## config.mk

```make
export PLATFORM = sky130hd
export DESIGN_NAME = div
export DESIGN_NICKNAME = d
export VERILOG_FILES = /design/src/rtl/div.sv
export SDC_FILE = /design/constraint.sdc
export NUM_CORES = 1
export LEC_CHECK = 0
export ABC_CLOCK_PERIOD_IN_PS = 7400
export BUFFER_PORTS_ARGS = -buffer_cell sky130_fd_sc_hd__buf_2
export CAP_MARGIN = 20
export CORE_UTILIZATION = 25
export DETAILED_ROUTE_END_ITERATION = 10
export SYNTH_ARGS = -nofsm -noshare
export SYNTH_HDL_FRONTEND = slang
export SYNTH_SLANG_ARGS = --single-unit
```

## constraint.sdc

```tcl
create_clock -name clk -period 7.4 [get_ports clk]
set_input_delay 1.11 -clock clk [delete_from_list [all_inputs] [get_ports clk]]
set_output_delay 1.11 -clock clk [all_outputs]
set_load 0.05 [all_outputs]
```

## src/rtl/div.sv

```systemverilog
// Iterative restoring divider for the EX stage: one quotient bit per cycle,
// returns {remainder, quotient} for the HI/LO pair; DIV and DIVU.
module div #(
    parameter int unsigned WIDTH = 32
) (
    input  logic               clk,
    input  logic               rst,
    input  logic               signed_div_i,
    input  logic [WIDTH-1:0]   opdata1_i,
    input  logic [WIDTH-1:0]   opdata2_i,
    input  logic               start_i,
    input  logic               annul_i,
    output logic [2*WIDTH-1:0] result_o,
    output logic               ready_o
);

    localparam int unsigned CW = $clog2(WIDTH);

    typedef enum logic [1:0] {S_IDLE, S_BYZERO, S_ON, S_END} state_t;

    state_t             r_state, w_state_nxt;
    logic [2*WIDTH:0]   r_work, w_work_nxt;
    logic [WIDTH-1:0]   r_divisor, w_divisor_nxt;
    logic [CW-1:0]      r_cnt, w_cnt_nxt;
    logic               r_neg_q, w_neg_q_nxt;
    logic               r_neg_r, w_neg_r_nxt;
    logic [2*WIDTH-1:0] r_result, w_result_nxt;
    logic               r_ready, w_ready_nxt;

    logic               w_accept;
    logic [WIDTH-1:0]   w_abs1, w_abs2;
    logic               w_ge;
    logic [WIDTH-1:0]   w_diff, w_rem, w_quot;
    logic               w_last;

    assign w_accept = start_i && !annul_i;
    assign w_abs1   = (signed_div_i && opdata1_i[WIDTH-1]) ? -opdata1_i : opdata1_i;
    assign w_abs2   = (signed_div_i && opdata2_i[WIDTH-1]) ? -opdata2_i : opdata2_i;
    assign w_last   = (r_cnt == CW'(WIDTH-1));

    // Trial value is the top WIDTH+1 bits; when it fits, the true difference is
    // below the divisor, so a WIDTH-bit subtraction is exact.
    assign w_ge   = (r_work[2*WIDTH:WIDTH] >= {1'b0, r_divisor});
    assign w_diff = r_work[2*WIDTH-1:WIDTH] - r_divisor;
    assign w_rem  = w_ge ? w_diff : r_work[2*WIDTH-1:WIDTH];
    assign w_quot = {r_work[WIDTH-2:0], w_ge};

    always_ff @(posedge clk or posedge rst) begin
        if (rst) begin
            r_state   <= S_IDLE;
            r_work    <= '0;
            r_divisor <= '0;
            r_cnt     <= '0;
            r_neg_q   <= 1'b0;
            r_neg_r   <= 1'b0;
            r_result  <= '0;
            r_ready   <= 1'b0;
        end else begin
            r_state   <= w_state_nxt;
            r_work    <= w_work_nxt;
            r_divisor <= w_divisor_nxt;
            r_cnt     <= w_cnt_nxt;
            r_neg_q   <= w_neg_q_nxt;
            r_neg_r   <= w_neg_r_nxt;
            r_result  <= w_result_nxt;
            r_ready   <= w_ready_nxt;
        end
    end

    always_comb begin
        w_state_nxt = r_state;
        case (r_state)
            S_IDLE: begin
                if (w_accept)
                    w_state_nxt = (opdata2_i == '0) ? S_BYZERO : S_ON;
            end
            S_BYZERO: w_state_nxt = S_END;
            S_ON: begin
                if (annul_i)
                    w_state_nxt = S_IDLE;
                else if (w_last)
                    w_state_nxt = S_END;
            end
            S_END: begin
                if (annul_i || !start_i)
                    w_state_nxt = S_IDLE;
            end
            default: w_state_nxt = S_IDLE;
        endcase
    end

    always_comb begin
        w_work_nxt    = r_work;
        w_divisor_nxt = r_divisor;
        w_cnt_nxt     = r_cnt;
        w_neg_q_nxt   = r_neg_q;
        w_neg_r_nxt   = r_neg_r;
        w_result_nxt  = r_result;
        w_ready_nxt   = r_ready;
        case (r_state)
            S_IDLE: begin
                w_ready_nxt = 1'b0;
                if (w_accept && (opdata2_i != '0)) begin
                    w_work_nxt    = {{WIDTH{1'b0}}, w_abs1, 1'b0};
                    w_divisor_nxt = w_abs2;
                    w_cnt_nxt     = '0;
                    w_neg_q_nxt   = signed_div_i && (opdata1_i[WIDTH-1] ^ opdata2_i[WIDTH-1]);
                    w_neg_r_nxt   = signed_div_i && opdata1_i[WIDTH-1];
                end
            end
            S_BYZERO: w_result_nxt = '0;
            S_ON: begin
                if (!annul_i) begin
                    w_work_nxt = {w_rem, r_work[WIDTH-1:0], w_ge};
                    w_cnt_nxt  = r_cnt + 1'b1;
                    if (w_last) begin
                        w_result_nxt = {(r_neg_r ? -w_rem : w_rem),
                                        (r_neg_q ? -w_quot : w_quot)};
                        w_ready_nxt  = 1'b1;
                    end
                end
            end
            S_END: begin
                if (annul_i || !start_i) begin
                    w_result_nxt = '0;
                    w_ready_nxt  = 1'b0;
                end else begin
                    w_ready_nxt = 1'b1;
                end
            end
            default: begin
                w_result_nxt = '0;
                w_ready_nxt  = 1'b0;
            end
        endcase
    end

    assign result_o = r_result;
    assign ready_o  = r_ready;

endmodule

```

==> summary.txt, run 1 <==
Timing
  – Slack of the critical path: 2.42 ns
  – Unrepaired setup endpoints after global routing: false
  – Transition time at the pin with the least slew margin: 1.11 ns
  – Count of final hold-check violations: 0
  – Total setup violations reported at the end of the flow: 0
  – Maximum clock rate: 0.201 GHz
  – Max-slew violations: 0
  – Final critical path time including I/O delays and setup: 4.98 ns
  – Final period utilization: 0.673
  – Worst setup skew after layout: 0.00976 ns
  – Headroom to the max-slew limit: 0.260
  – Summed negative setup slack over all endpoints: 0 ns

Floorplan
  – Num ports: 134
  – Number of core rows: 79
  – Area enclosed by the die boundary: 48,300 um^2
  – Starting Density: 0.254
  – Vertical die dimension: 220 um
  – Chip Width: 220 um
  – Area of the core: 46,700 um^2

Clocking
  – Clock latency of the later-clocked register in the worst-skew pair: 0.46 ns
  – Total CTS buffers: 17
  – Buffers inserted during post-CTS setup optimization: 0
  – Clk Tree Root Cell: sky130_fd_sc_hd__clkbuf_16
  – Number of sinks handled by clock tree synthesis: 171
  – Clock-pin transition on the worst setup and hold timing paths: 0.08 ns
  – Clock tree from TritonCTS: built
  – Max Root-Sink Buffers: 2
  – Post-cts sizing count: 0
  – Post-cts hold buffer count: 0
  – Count of H-tree levels built during CTS: 4

Logic synthesis
  – Number of flip-flops and latches in the synthesized netlist: 171
  – Share of flip-flops with an asynchronous set or reset after synthesis: 1.00
  – Dominant cells by area after synthesis: sky130_fd_sc_hd__dfrtp_1, sky130_fd_sc_hd__o21ai_0, sky130_fd_sc_hd__nand2_1
  – Fraction of synthesized cell area taken by the top area cell type: 0.361
  – Synth Net Count: 1,544
  – Mean post-synth cell area: 8.26 um^2
  – Post-synthesis cell type count: 79
  – Yosys warning total: 0
  – Sequential element share of the synthesized area: 0.361
  – Cell taking the most area after synthesis: sky130_fd_sc_hd__dfrtp_1
  – Primary FF master, synth: sky130_fd_sc_hd__dfrtp_1
  – Area of the mapped netlist: 11,900 um^2
  – Post-synthesis cell count: 1,436
  – Number of synthesized flops with an enable pin: 0

Pwr
  – Logic gate share of total power: 0.308
  – Worst vdd rail ir drop: 0.000191 V
  – Power per unit of standard cell area: 225 nW/um^2
  – Leakage power total: 0.00594 uW
  – Switching Share: 0.366
  – Switching Power: 1130 uW
  – Portion of total power attributed to sequential cells: 0.361
  – Internal power component: 1960 uW
  – Relative contribution of the clock network to total power: 0.331

Global routing
  – Number of antenna violations at the first check in global routing: 11
  – Global router's overall resource usage: 0.164
  – Number of global-route vias before repair: 10,100
  – Maximum number of pins on one net before global-route repair: 67
  – Grt ovf: 0
  – Global-route wire length before repair: 60.2 mm

Drt
  – Vias per Instance: 5.12
  – Met2 wire length: 16.6 mm
  – Remaining antenna violation count: 0
  – Final wirelength: 39.5 mm
  – Number of detailed-route iterations in the first pass: 8
  – Highest metal used: met5
  – Number of remaining DRC errors: 16
  – WL met1: 19.2 mm
  – Routed WL per cell: 18.4 um
  – Vias: 11,000
  – Starting DRC count in detailed routing: 986
  – Met3 wirelength from detailed routing: 2.46 mm

Layout
  – Post-route cell area: 13,700 um^2
  – Synthesis-to-finish area growth: 15.5%
  – Share of final-layout standard cells stronger than drive strength 1: 0.135
  – Utilization of the core after routing: 0.294
  – Most used cells in the layout excluding fill and tap cells: sky130_fd_sc_hd__o21ai_0, sky130_fd_sc_hd__nand2_1, sky130_fd_sc_hd__dfrtp_1, sky130_fd_sc_hd__buf_2, sky130_fd_sc_hd__nor2_1
  – Most common cell after layout, fill and taps aside: sky130_fd_sc_hd__o21ai_0
  – Final nets: 1,626

Setup path
  – Type of destination of the critical path: flip-flop
  – Worst-path fanout max: 28
  – Crit path DAT: 5.31 ns
  – Data required time of the worst path: 7.73 ns
  – Cells along the critical path: ha_1 > a21oi_2 > o21ai_2 > a221o_1 > o311ai_4 > nand2_2 > inv_1 > buf_4 > nand3_1 > a211oi_4 > nand4b_2 > o41ai_2 > xnor2_1 > o21ai_1
  – Kind of start point of the critical path: flip-flop
  – Buffer and inverter count on the worst path: 2
  – Kind of cell adding the most delay to the critical path: compound AO/OA/AOI/OAI gates
  – Slowest cell on crit path: sky130_fd_sc_hd__inv_1
  – Critical path start-end classification: flip-flop to flip-flop
  – Depth of the most critical reg-to-reg path: 14
  – Total stage count of the critical path: 14
  – Highest cell delay on the worst timing path: 0.81 ns

Flow run
  – MaxCap Viol Count: 0

Place
  – Area after detailed placement: 13,100 um^2
  – Routability-driven placement congestion ratio: 0.903
  – Total of buffers placed on input and output ports: 133
  – Post-DP HPWL: 30.4 mm
  – Worst setup timing slack at the placement stage: 2.07 ns

Hold path
  – Worst min path class: flip-flop to flip-flop
  – Worst hold path stage count: 2

Outcome
  – Violated checks: design-rule violations
  – Status: complete, but fails checks
power by group through the flow:
stage,sequential (uW),combinational (uW),clock (uW)
2_1_floorplan,1090,692,0
3_3_place_gp,1130,929,0
3_5_place_dp,1130,939,0
4_1_cts,1110,942,1040
5_1_grt,1130,1050,1080
6_report,1120,951,1020
final timing paths:
path | from | to | slack [ns]
setup reg to reg | r_work[38]$_DFFE_PP0P_ | result_o[63]$_DFFE_PP0P_ | 2.42
hold / removal | result_o[6]$_DFFE_PP0P_ | result_o[6]$_DFFE_PP0P_ | 0.47
max in group asynchronous | rst | r_work[16]$_DFFE_PP0P_ | 5.36
setup / recovery | r_work[38]$_DFFE_PP0P_ | result_o[63]$_DFFE_PP0P_ | 2.42
hold reg to reg | result_o[6]$_DFFE_PP0P_ | result_o[6]$_DFFE_PP0P_ | 0.47
min in group asynchronous | rst | result_o[41]$_DFFE_PP0P_ | 0.71
stage by stage:
step	hold WS [ns]	cells	power, uW
global route	0.503	2139	3250
floorplan	0.450	1436	1780
CTS	0.481	2138	3100
finish	0.470	2143	3090
detailed placement	0.465	2106	2070
global placement	0.459	2105	2060
per-layer routing:
metal  up-vias  GRT usage
met5         -          0
met4        18     0.0618
met3        68     0.0352
met2       315      0.235
met1      5258      0.236
li1       5310          -
synthesized netlist by cell type (all sizes together) (19+ instances only):
master,number
o31ai,26
nand2,204
dfrtp,171
a21oi,67
buf,34
nor2,97
o21ai,216
ha,38
nand3,47
nor3,28
xor2,77
or3,19
clkbuf,50
mux2i,22
xnor2,70
inv,52
a221o,21
worst min-delay path, cell delays in order (launching register included):
cell	delay [ns]
sky130_fd_sc_hd__dfrtp_1	0.34
sky130_fd_sc_hd__nand2_1	0.04
sky130_fd_sc_hd__o21ai_0	0.06
layout make-up:
cell class	instances	area [um^2]
fill	4975	32900
multi-input combinational	1128	7030
sequential	171	4280
timing repair buffer	147	778
tap	607	759
clock buffer	19	433
clock inverter	13	213
inverter	53	204
antenna	5	12.5
kinds of logic after synthesis:
family | count (synthesis) | synth area share
and+or+nand+nor | 474 | 0.184
DFF | 171 | 0.361
xor gates and xnor gates | 147 | 0.108
buffers and inverters | 137 | 0.0490
muxes | 25 | 0.0217
adders and majority gates | 39 | 0.0418
AOI/OAI and AO/OA | 443 | 0.235
registers in the layout (all words and copies together), names as in the netlist:
name / flops
r_divisor: 32
r_cnt: 5
r_state: 2
result_o: 64
ready_o: 1
r_neg_r: 1
r_neg_q: 1
r_work: 65
Note: power is estimated with default switching activity, not from simulation.
==> run 2, diff against run 1 <==
--- a/config.mk
+++ b/config.mk
@@ -5,7 +5,7 @@
 export SDC_FILE = /design/constraint.sdc
 export NUM_CORES = 1
 export LEC_CHECK = 0
-export ABC_CLOCK_PERIOD_IN_PS = 7400
+export ABC_CLOCK_PERIOD_IN_PS = 5000
 export BUFFER_PORTS_ARGS = -buffer_cell sky130_fd_sc_hd__buf_2
 export CAP_MARGIN = 20
 export CORE_UTILIZATION = 25
==> constraint.sdc (replaced) <==
create_clock -name clk -period 5 [get_ports clk]
set_input_delay 0.75 -clock clk [delete_from_list [all_inputs] [get_ports clk]]
set_output_delay 0.75 -clock clk [all_outputs]
set_load 0.05 [all_outputs]
==> run 2 against run 1 <==
  * Clock skew up 0.0020 ns
  * Critical path depth grew 1
  * Fmax rose by 14%
  * Sequential share of layout area decreased by 0.12 points
  * Power increased by 44%
  * Register-to-register slack lost 1.8 ns
  * The flow still finishes with violations (design-rule violations)
  * Wire length decreased by 3.0%
  * Hold slack better by 0.0023 ns
  * Largest power group unchanged
  * Global-route usage fell by 0.58 points
  * Clock power up 37%
  * Die area did not move
  * Sequential power is 48% higher
==> summary.txt, run 2 (same netlist as run 1, synthesis figures left out) <==
Layout
  – Final nets: 1,635 (was 1,626)
  – Utilization of the core after routing: 0.295 (was 0.294)
  – Most used cells in the layout excluding fill and tap cells: sky130_fd_sc_hd__o21ai_0, sky130_fd_sc_hd__nand2_1, sky130_fd_sc_hd__dfrtp_1, sky130_fd_sc_hd__buf_2, sky130_fd_sc_hd__nor2_1 (unchanged)
  – Synthesis-to-finish area growth: 16.0% (was 15.5%)
  – Filler cells: 5,015 (was 4,975)
  – Most common cell after layout, fill and taps aside: sky130_fd_sc_hd__o21ai_0 (unchanged)
  – Biggest register: r_work (unchanged)
  – Largest register FFs: 65 (unchanged)
  – Share of final-layout standard cells stronger than drive strength 1: 0.141 (was 0.135)

Drt
  – Routed WL per cell: 17.8 um (was 18.4 um)
  – Final wirelength: 38.3 mm (was 39.5 mm)
  – Starting DRC count in detailed routing: 956 (was 986)
  – Vias per Instance: 5.06 (was 5.12)
  – Vias: 10,900 (was 11,000)
  – Remaining antenna violation count: 0 (unchanged)
  – Number of detailed-route iterations in the first pass: 11 (was 8)
  – Number of remaining DRC errors: 16 (unchanged)

Global routing
  – Number of global-route vias before repair: 10,200 (was 10,100)
  – Maximum number of pins on one net before global-route repair: 172 (was 67)
  – Global router's overall resource usage: 0.158 (was 0.164)
  – Number of antenna violations at the first check in global routing: 17 (was 11)
  – Grt ovf: 0 (unchanged)
  – Global-route wire length before repair: 58.7 mm (was 60.2 mm)

Flow run
  – MaxCap Viol Count: 0 (unchanged)

Timing
  – Maximum clock rate: 0.230 GHz (was 0.201 GHz)
  – Total setup violations reported at the end of the flow: 0 (unchanged)
  – Unrepaired setup endpoints after global routing: false (unchanged)
  – Final period utilization: 0.871 (was 0.673)
  – Worst setup skew after layout: 0.0117 ns (was 0.00976 ns)
  – Summed negative setup slack over all endpoints: 0 ns (unchanged)
  – Final critical path time including I/O delays and setup: 4.36 ns (was 4.98 ns)
  – Max-slew violations: 0 (unchanged)
  – Count of final hold-check violations: 0 (unchanged)
  – Headroom to the max-slew limit: 0.277 (was 0.260)
  – Transition time at the pin with the least slew margin: 1.08 ns (was 1.11 ns)

Hold path
  – Worst hold path stage count: 2 (unchanged)
  – Start point of the worst hold path: result_o[54]$_DFFE_PP0P_ (was result_o[6]$_DFFE_PP0P_)
  – Worst min path class: flip-flop to flip-flop (unchanged)
  – Sink of the worst hold path: result_o[54]$_DFFE_PP0P_ (was result_o[6]$_DFFE_PP0P_)

Pwr
  – Leakage power total: 0.00597 uW (was 0.00594 uW)
  – Worst vdd rail ir drop: 0.000284 V (was 0.000191 V)
  – Power per unit of standard cell area: 323 nW/um^2 (was 225 nW/um^2)

Clocking
  – Count of H-tree levels built during CTS: 4 (unchanged)
  – Buffers inserted during post-CTS setup optimization: 0 (unchanged)
  – Number of sinks handled by clock tree synthesis: 171 (unchanged)
  – Post-cts sizing count: 0 (unchanged)
  – Clock-pin transition on the worst setup and hold timing paths: 0.07 ns (was 0.08 ns)
  – Clk Tree Root Cell: sky130_fd_sc_hd__clkbuf_16 (unchanged)
  – Total CTS buffers: 17 (unchanged)
  – Clock tree from TritonCTS: built (unchanged)
  – Clock latency of the later-clocked register in the worst-skew pair: 0.46 ns (about the same)
  – Max Root-Sink Buffers: 2 (unchanged)
  – Post-cts hold buffer count: 0 (unchanged)

Setup path
  – Type of destination of the critical path: flip-flop (unchanged)
  – Worst setup slack for register-to-register paths: 0.64 ns (was 2.42 ns)
  – Depth of the most critical reg-to-reg path: 15 (was 14)
  – Data required time of the worst path: 5.33 ns (was 7.73 ns)
  – Worst-path fanout max: 12 (was 28)
  – Startpoint of the worst-slack reg-to-reg timing path: r_work[40]$_DFFE_PP0P_ (was r_work[38]$_DFFE_PP0P_)
  – Critical path start-end classification: flip-flop to flip-flop (unchanged)
  – Kind of start point of the critical path: flip-flop (unchanged)
  – Worst reg2reg path endpoint: result_o[56]$_DFFE_PP0P_ (was result_o[63]$_DFFE_PP0P_)
  – Crit path DAT: 4.69 ns (was 5.31 ns)

Place
  – Post-DP HPWL: 29.7 mm (was 30.4 mm)
  – Routability-driven placement congestion ratio: 0.982 (was 0.903)
  – Total of buffers placed on input and output ports: 133 (unchanged)

Outcome
  – Status: complete, but fails checks (unchanged)
  – Violated checks: design-rule violations (unchanged)

Floorplan
  – Area enclosed by the die boundary: 48,300 um^2 (unchanged)
  – Vertical die dimension: 220 um (unchanged)
  – Chip Width: 220 um (unchanged)
  – Area of the core: 46,700 um^2 (unchanged)
  – Number of core rows: 79 (unchanged)
  – Starting Density: 0.254 (unchanged)
  – Num ports: 134 (unchanged)
## run 2: cell count changes in the layout (fill, tap and decap cells not counted), sizes merged
cell	previous run	this run
buf	147	156
bufinv	5	3
clkinvlp	0	3
diode	5	7
clkinv	5	8
clkbuf	19	17
inv	56	53
## run 2: cell type report
cell class                 instances  area, um^2  share of cell area
antenna                            7        17.5             0.00127
multi-input combinational       1128        7030               0.511
inverter                          53         203              0.0147
clock buffer                      17         425              0.0309
clock inverter                    14         171              0.0125
timing repair buffer             156         876              0.0636
tap                              607         759              0.0552
sequential                       171        4280               0.311
## run 2: worst max-delay path by stage
stage                                 startpoint                        end  slack (ns)
after detailed placement           opdata2_i[12]  r_divisor[31]$_DFFE_PP0P_        0.56
final                     r_work[40]$_DFFE_PP0P_   result_o[56]$_DFFE_PP0P_        0.64
after global routing      r_work[43]$_DFFE_PP0P_   result_o[63]$_DFFE_PP0P_        0.39
after floorplan           r_work[46]$_DFFE_PP0P_   result_o[62]$_DFFE_PP0P_        0.85
after CTS                 r_work[40]$_DFFE_PP0P_   result_o[56]$_DFFE_PP0P_        0.69
after global placement             opdata2_i[12]  r_divisor[31]$_DFFE_PP0P_        0.68
## run 2: stage by stage
step	hold slack, ns	setup WS [ns]	cell area [um^2]	instances	power (uW)
detailed placement	0.465	0.557	13100	2115	3050
floorplan	0.450	0.852	11900	1436	2640
global route	0.496	0.387	13800	2149	4690
CTS	0.482	0.685	13700	2146	4460
global placement	0.460	0.678	13100	2115	3040
finish	0.473	0.643	13800	2153	4440
## run 2: per-layer routing
layer  routed length [um]  track usage  vias to the layer above
met5                  113            0                        -
met4                  901       0.0522                       18
met3                 2420       0.0370                       58
met2                16600        0.234                      297
met1                18300        0.223                     5177
li1                     -            -                     5339
## run 2: worst max-delay path, stage by stage, from the launching register on
cell                       delay (ns)
sky130_fd_sc_hd__dfrtp_1         0.46
sky130_fd_sc_hd__ha_1            0.50
sky130_fd_sc_hd__a21oi_1         0.23
sky130_fd_sc_hd__o21ai_2         0.14
sky130_fd_sc_hd__a221o_1         0.41
sky130_fd_sc_hd__o311ai_4        0.38
sky130_fd_sc_hd__nand2_2         0.25
sky130_fd_sc_hd__o21ai_0         0.42
sky130_fd_sc_hd__ha_1            0.28
sky130_fd_sc_hd__inv_1           0.10
sky130_fd_sc_hd__nor2_1          0.11
sky130_fd_sc_hd__buf_4           0.16
sky130_fd_sc_hd__nand3_1         0.21
sky130_fd_sc_hd__o31ai_1         0.35
sky130_fd_sc_hd__xnor2_1         0.15
sky130_fd_sc_hd__o21ai_0         0.08
## run 2: power breakdown
part           internal, uW  switching (uW)
combinational           514             866
sequential             1510             156
clock                   786             615
==> run 3, diff against run 2 <==
--- a/config.mk
+++ b/config.mk
@@ -8,8 +8,12 @@
 export ABC_CLOCK_PERIOD_IN_PS = 5000
 export BUFFER_PORTS_ARGS = -buffer_cell sky130_fd_sc_hd__buf_2
 export CAP_MARGIN = 20
+export CELL_PAD_IN_SITES_DETAIL_PLACEMENT = 0
+export CELL_PAD_IN_SITES_GLOBAL_PLACEMENT = 1
 export CORE_UTILIZATION = 25
 export DETAILED_ROUTE_END_ITERATION = 10
+export PLACE_DENSITY_LB_ADDON = 0.1
+export REMOVE_ABC_BUFFERS = 1
 export SYNTH_ARGS = -nofsm -noshare
 export SYNTH_HDL_FRONTEND = slang
 export SYNTH_SLANG_ARGS = --single-unit
==> run 3 against run 2 <==
  * The run still ends with design-rule violations left
  * Non-clock buffer count rose by 14
  * Count of clock-buffer cells in the layout rose by 1
  * Critical endpoint is now result_o[63]$_DFFE_PP0P_
  * Wire length rose by 11%
  * Combinational power rose by 6%
==> summary.txt, run 3 (same netlist as run 1, synthesis figures left out) <==
Clocking
  – Count of H-tree levels built during CTS: 4 (unchanged)
  – Post-cts sizing count: 0 (unchanged)
  – Clock latency of the later-clocked register in the worst-skew pair: 0.47 ns (was 0.46 ns)
  – Total CTS buffers: 17 (unchanged)
  – Max Root-Sink Buffers: 2 (unchanged)
  – Post-cts hold buffer count: 0 (unchanged)
  – Number of sinks handled by clock tree synthesis: 171 (unchanged)
  – Clk Tree Root Cell: sky130_fd_sc_hd__clkbuf_16 (unchanged)
  – Clock tree from TritonCTS: built (unchanged)
  – Clock-pin transition on the worst setup and hold timing paths: 0.08 ns (was 0.07 ns)
  – Buffers inserted during post-CTS setup optimization: 0 (unchanged)

Drt
  – Vias: 10,900 (about the same)
  – Vias per Instance: 5.04 (was 5.06)
  – Starting DRC count in detailed routing: 631 (was 956)
  – Routed WL per cell: 19.6 um (was 17.8 um)
  – Number of detailed-route iterations in the first pass: 8 (was 11)
  – Remaining antenna violation count: 0 (unchanged)
  – Final wirelength: 42.3 mm (was 38.3 mm)
  – Number of remaining DRC errors: 10 (was 16)

Floorplan
  – Vertical die dimension: 220 um (unchanged)
  – Number of core rows: 79 (unchanged)
  – Starting Density: 0.254 (unchanged)
  – Num ports: 134 (unchanged)
  – Chip Width: 220 um (unchanged)
  – Area of the core: 46,700 um^2 (unchanged)
  – Area enclosed by the die boundary: 48,300 um^2 (unchanged)

Place
  – Post-DP HPWL: 31.7 mm (was 29.7 mm)
  – Routability-driven placement congestion ratio: 0.818 (was 0.982)
  – Total of buffers placed on input and output ports: 133 (unchanged)
  – Placed instance count: 2,128 (was 2,115)

Timing
  – Summed negative setup slack over all endpoints: 0 ns (unchanged)
  – Headroom to the max-slew limit: 0.222 (was 0.277)
  – Count of final hold-check violations: 0 (unchanged)
  – Final critical path time including I/O delays and setup: 4.33 ns (was 4.36 ns)
  – Total setup violations reported at the end of the flow: 0 (unchanged)
  – Max-slew violations: 0 (unchanged)
  – Transition time at the pin with the least slew margin: 1.16 ns (was 1.08 ns)
  – Worst setup skew after layout: 0.0173 ns (was 0.0117 ns)
  – Unrepaired setup endpoints after global routing: false (unchanged)
  – Maximum clock rate: 0.231 GHz (was 0.230 GHz)
  – Final period utilization: 0.866 (was 0.871)

Layout
  – Filler cells: 5,062 (was 5,015)
  – Most common cell after layout, fill and taps aside: sky130_fd_sc_hd__o21ai_0 (unchanged)
  – Diodes inserted: 0 (was 7)
  – Most used cells in the layout excluding fill and tap cells: sky130_fd_sc_hd__o21ai_0, sky130_fd_sc_hd__nand2_1, sky130_fd_sc_hd__dfrtp_1, sky130_fd_sc_hd__buf_2, sky130_fd_sc_hd__nor2_1 (unchanged)
  – Final nets: 1,649 (was 1,635)
  – Non-filler cells, final: 2,161 (was 2,153)
  – Synthesis-to-finish area growth: 17.3% (was 16.0%)
  – Largest register FFs: 65 (unchanged)
  – Share of final-layout standard cells stronger than drive strength 1: 0.149 (was 0.141)
  – Biggest register: r_work (unchanged)

Outcome
  – Status: complete, but fails checks (unchanged)
  – Violated checks: design-rule violations (unchanged)

Setup path
  – Total stage count of the critical path: 15 (unchanged)
  – Kind of cell adding the most delay to the critical path: compound AO/OA/AOI/OAI gates (unchanged)
  – Crit path DAT: 4.66 ns (was 4.69 ns)
  – Most repeated library cell on the critical path: sky130_fd_sc_hd__inv_1
  – Type of destination of the critical path: flip-flop (unchanged)
  – Buffer and inverter count on the worst path: 2 (unchanged)
  – Slowest cell on crit path: sky130_fd_sc_hd__a211oi_1 (was sky130_fd_sc_hd__ha_1)
  – Worst-path fanout max: 6 (was 12)
  – Data required time of the worst path: 5.33 ns (about the same)
  – Highest cell delay on the worst timing path: 0.45 ns (was 0.50 ns)
  – Depth of the most critical reg-to-reg path: 15 (unchanged)
  – Critical path start-end classification: flip-flop to flip-flop (unchanged)
  – Kind of start point of the critical path: flip-flop (unchanged)
  – Cells along the critical path: inv_1 > ha_1 > inv_1 > fa_1 > a211oi_1 > o21ai_2 > a211o_1 > a31oi_1 > xor2_1 > o2111ai_1 > a211oi_4 > nand4b_2 > o41ai_2 > xnor2_1 > o21ai_1 (was ha_1 > a21oi_1 > o21ai_2 > a221o_1 > o311ai_4 > nand2_2 > o21ai_0 > ha_1 > inv_1 > nor2_1 > buf_4 > nand3_1 > o31ai_1 > xnor2_1 > o21ai_0)

Flow run
  – MaxCap Viol Count: 0 (unchanged)

Global routing
  – Grt ovf: 0 (unchanged)
  – Number of antenna violations at the first check in global routing: 1 (was 17)
  – Number of global-route vias before repair: 10,800 (was 10,200)
  – Global-route wire length before repair: 65.6 mm (was 58.7 mm)
  – Maximum number of pins on one net before global-route repair: 91 (was 172)
  – Global router's overall resource usage: 0.179 (was 0.158)

Hold path
  – Worst min path class: primary input to asynchronous set/reset pin (was flip-flop to flip-flop)

Pwr
  – Power after layout: 4600 uW (was 4440 uW)
  – Leakage power total: 0.00606 uW (was 0.00597 uW)
  – Power per unit of standard cell area: 331 nW/um^2 (was 323 nW/um^2)
  – Worst vdd rail ir drop: 0.000231 V (was 0.000284 V)
run 3: cell count changes in the layout (fill, tap and decap cells not counted), moves of 4 or more:
cell | before | now
sky130_fd_sc_hd__clkinv_2 | 4 | 0
sky130_fd_sc_hd__diode_2 | 7 | 0
sky130_fd_sc_hd__inv_6 | 1 | 5
sky130_fd_sc_hd__buf_4 | 20 | 32
run 3: cell type report:
type / count / area, um^2 / share of cell area
sequential: 171 / 4280 / 0.307
inverter: 53 / 204 / 0.0147
clock inverter: 14 / 208 / 0.0149
multi-input combinational: 1128 / 7030 / 0.505
tap: 607 / 759 / 0.0546
timing repair buffer: 170 / 1000 / 0.0722
clock buffer: 18 / 429 / 0.0308
run 3: path summary, 6_finish.rpt:
kind	startpoint	end	slack, ns
worst max-delay path	r_work[32]$_DFFE_PP0P_	result_o[63]$_DFFE_PP0P_	0.67
worst min-delay path	rst	r_divisor[4]$_DFFE_PP0P_	0.43
worst max register to register	r_work[32]$_DFFE_PP0P_	result_o[63]$_DFFE_PP0P_	0.67
worst min register to register	result_o[36]$_DFFE_PP0P_	result_o[36]$_DFFE_PP0P_	0.48
max in group asynchronous	rst	r_divisor[29]$_DFFE_PP0P_	3.47
min in group clk	result_o[36]$_DFFE_PP0P_	result_o[36]$_DFFE_PP0P_	0.48
run 3: power breakdown:
| part | switching (uW) | leakage (uW) | internal [uW] | total, uW |
|---|---|---|---|---|
| registers | 132 | 0.00228 | 1510 | 1640 |
| clock network | 652 | 0.000304 | 850 | 1500 |
| logic | 930 | 0.00347 | 534 | 1460 |
| total | 1710 | 0.00606 | 2890 | 4600 |
run 3: worst register-to-register path: cells and delay by family, from the launching register on:
| family | cells | cell delay (ns) |
|---|---|---|
| and+or+nand+nor | 1 | 0.19 |
| DFF | 1 | 0.38 |
| adders and majority gates | 2 | 0.57 |
| buffers and inverters | 2 | 0.11 |
| xor gates and xnor gates | 2 | 0.61 |
| AOI/OAI and AO/OA | 8 | 2.33 |
run 3: stage by stage:
stage	util	instance area, um^2	setup WS (ns)	hold WS (ns)
after floorplan	-	11500	-2.28	0.450
after global placement	0.284	13200	0.592	0.462
after detailed placement	0.284	13300	0.606	0.469
after CTS	0.298	13900	0.696	0.450
after global routing	0.298	13900	0.443	0.486
final	0.298	13900	0.670	0.429
run 3: per-layer routing:
layer  global-route usage  wire length, um  share of wire
met1                0.246            20600           0.49
met2                0.292            19800           0.47
met3               0.0283             1360          0.032
met4               0.0439              555          0.013
met5                    0                0              0
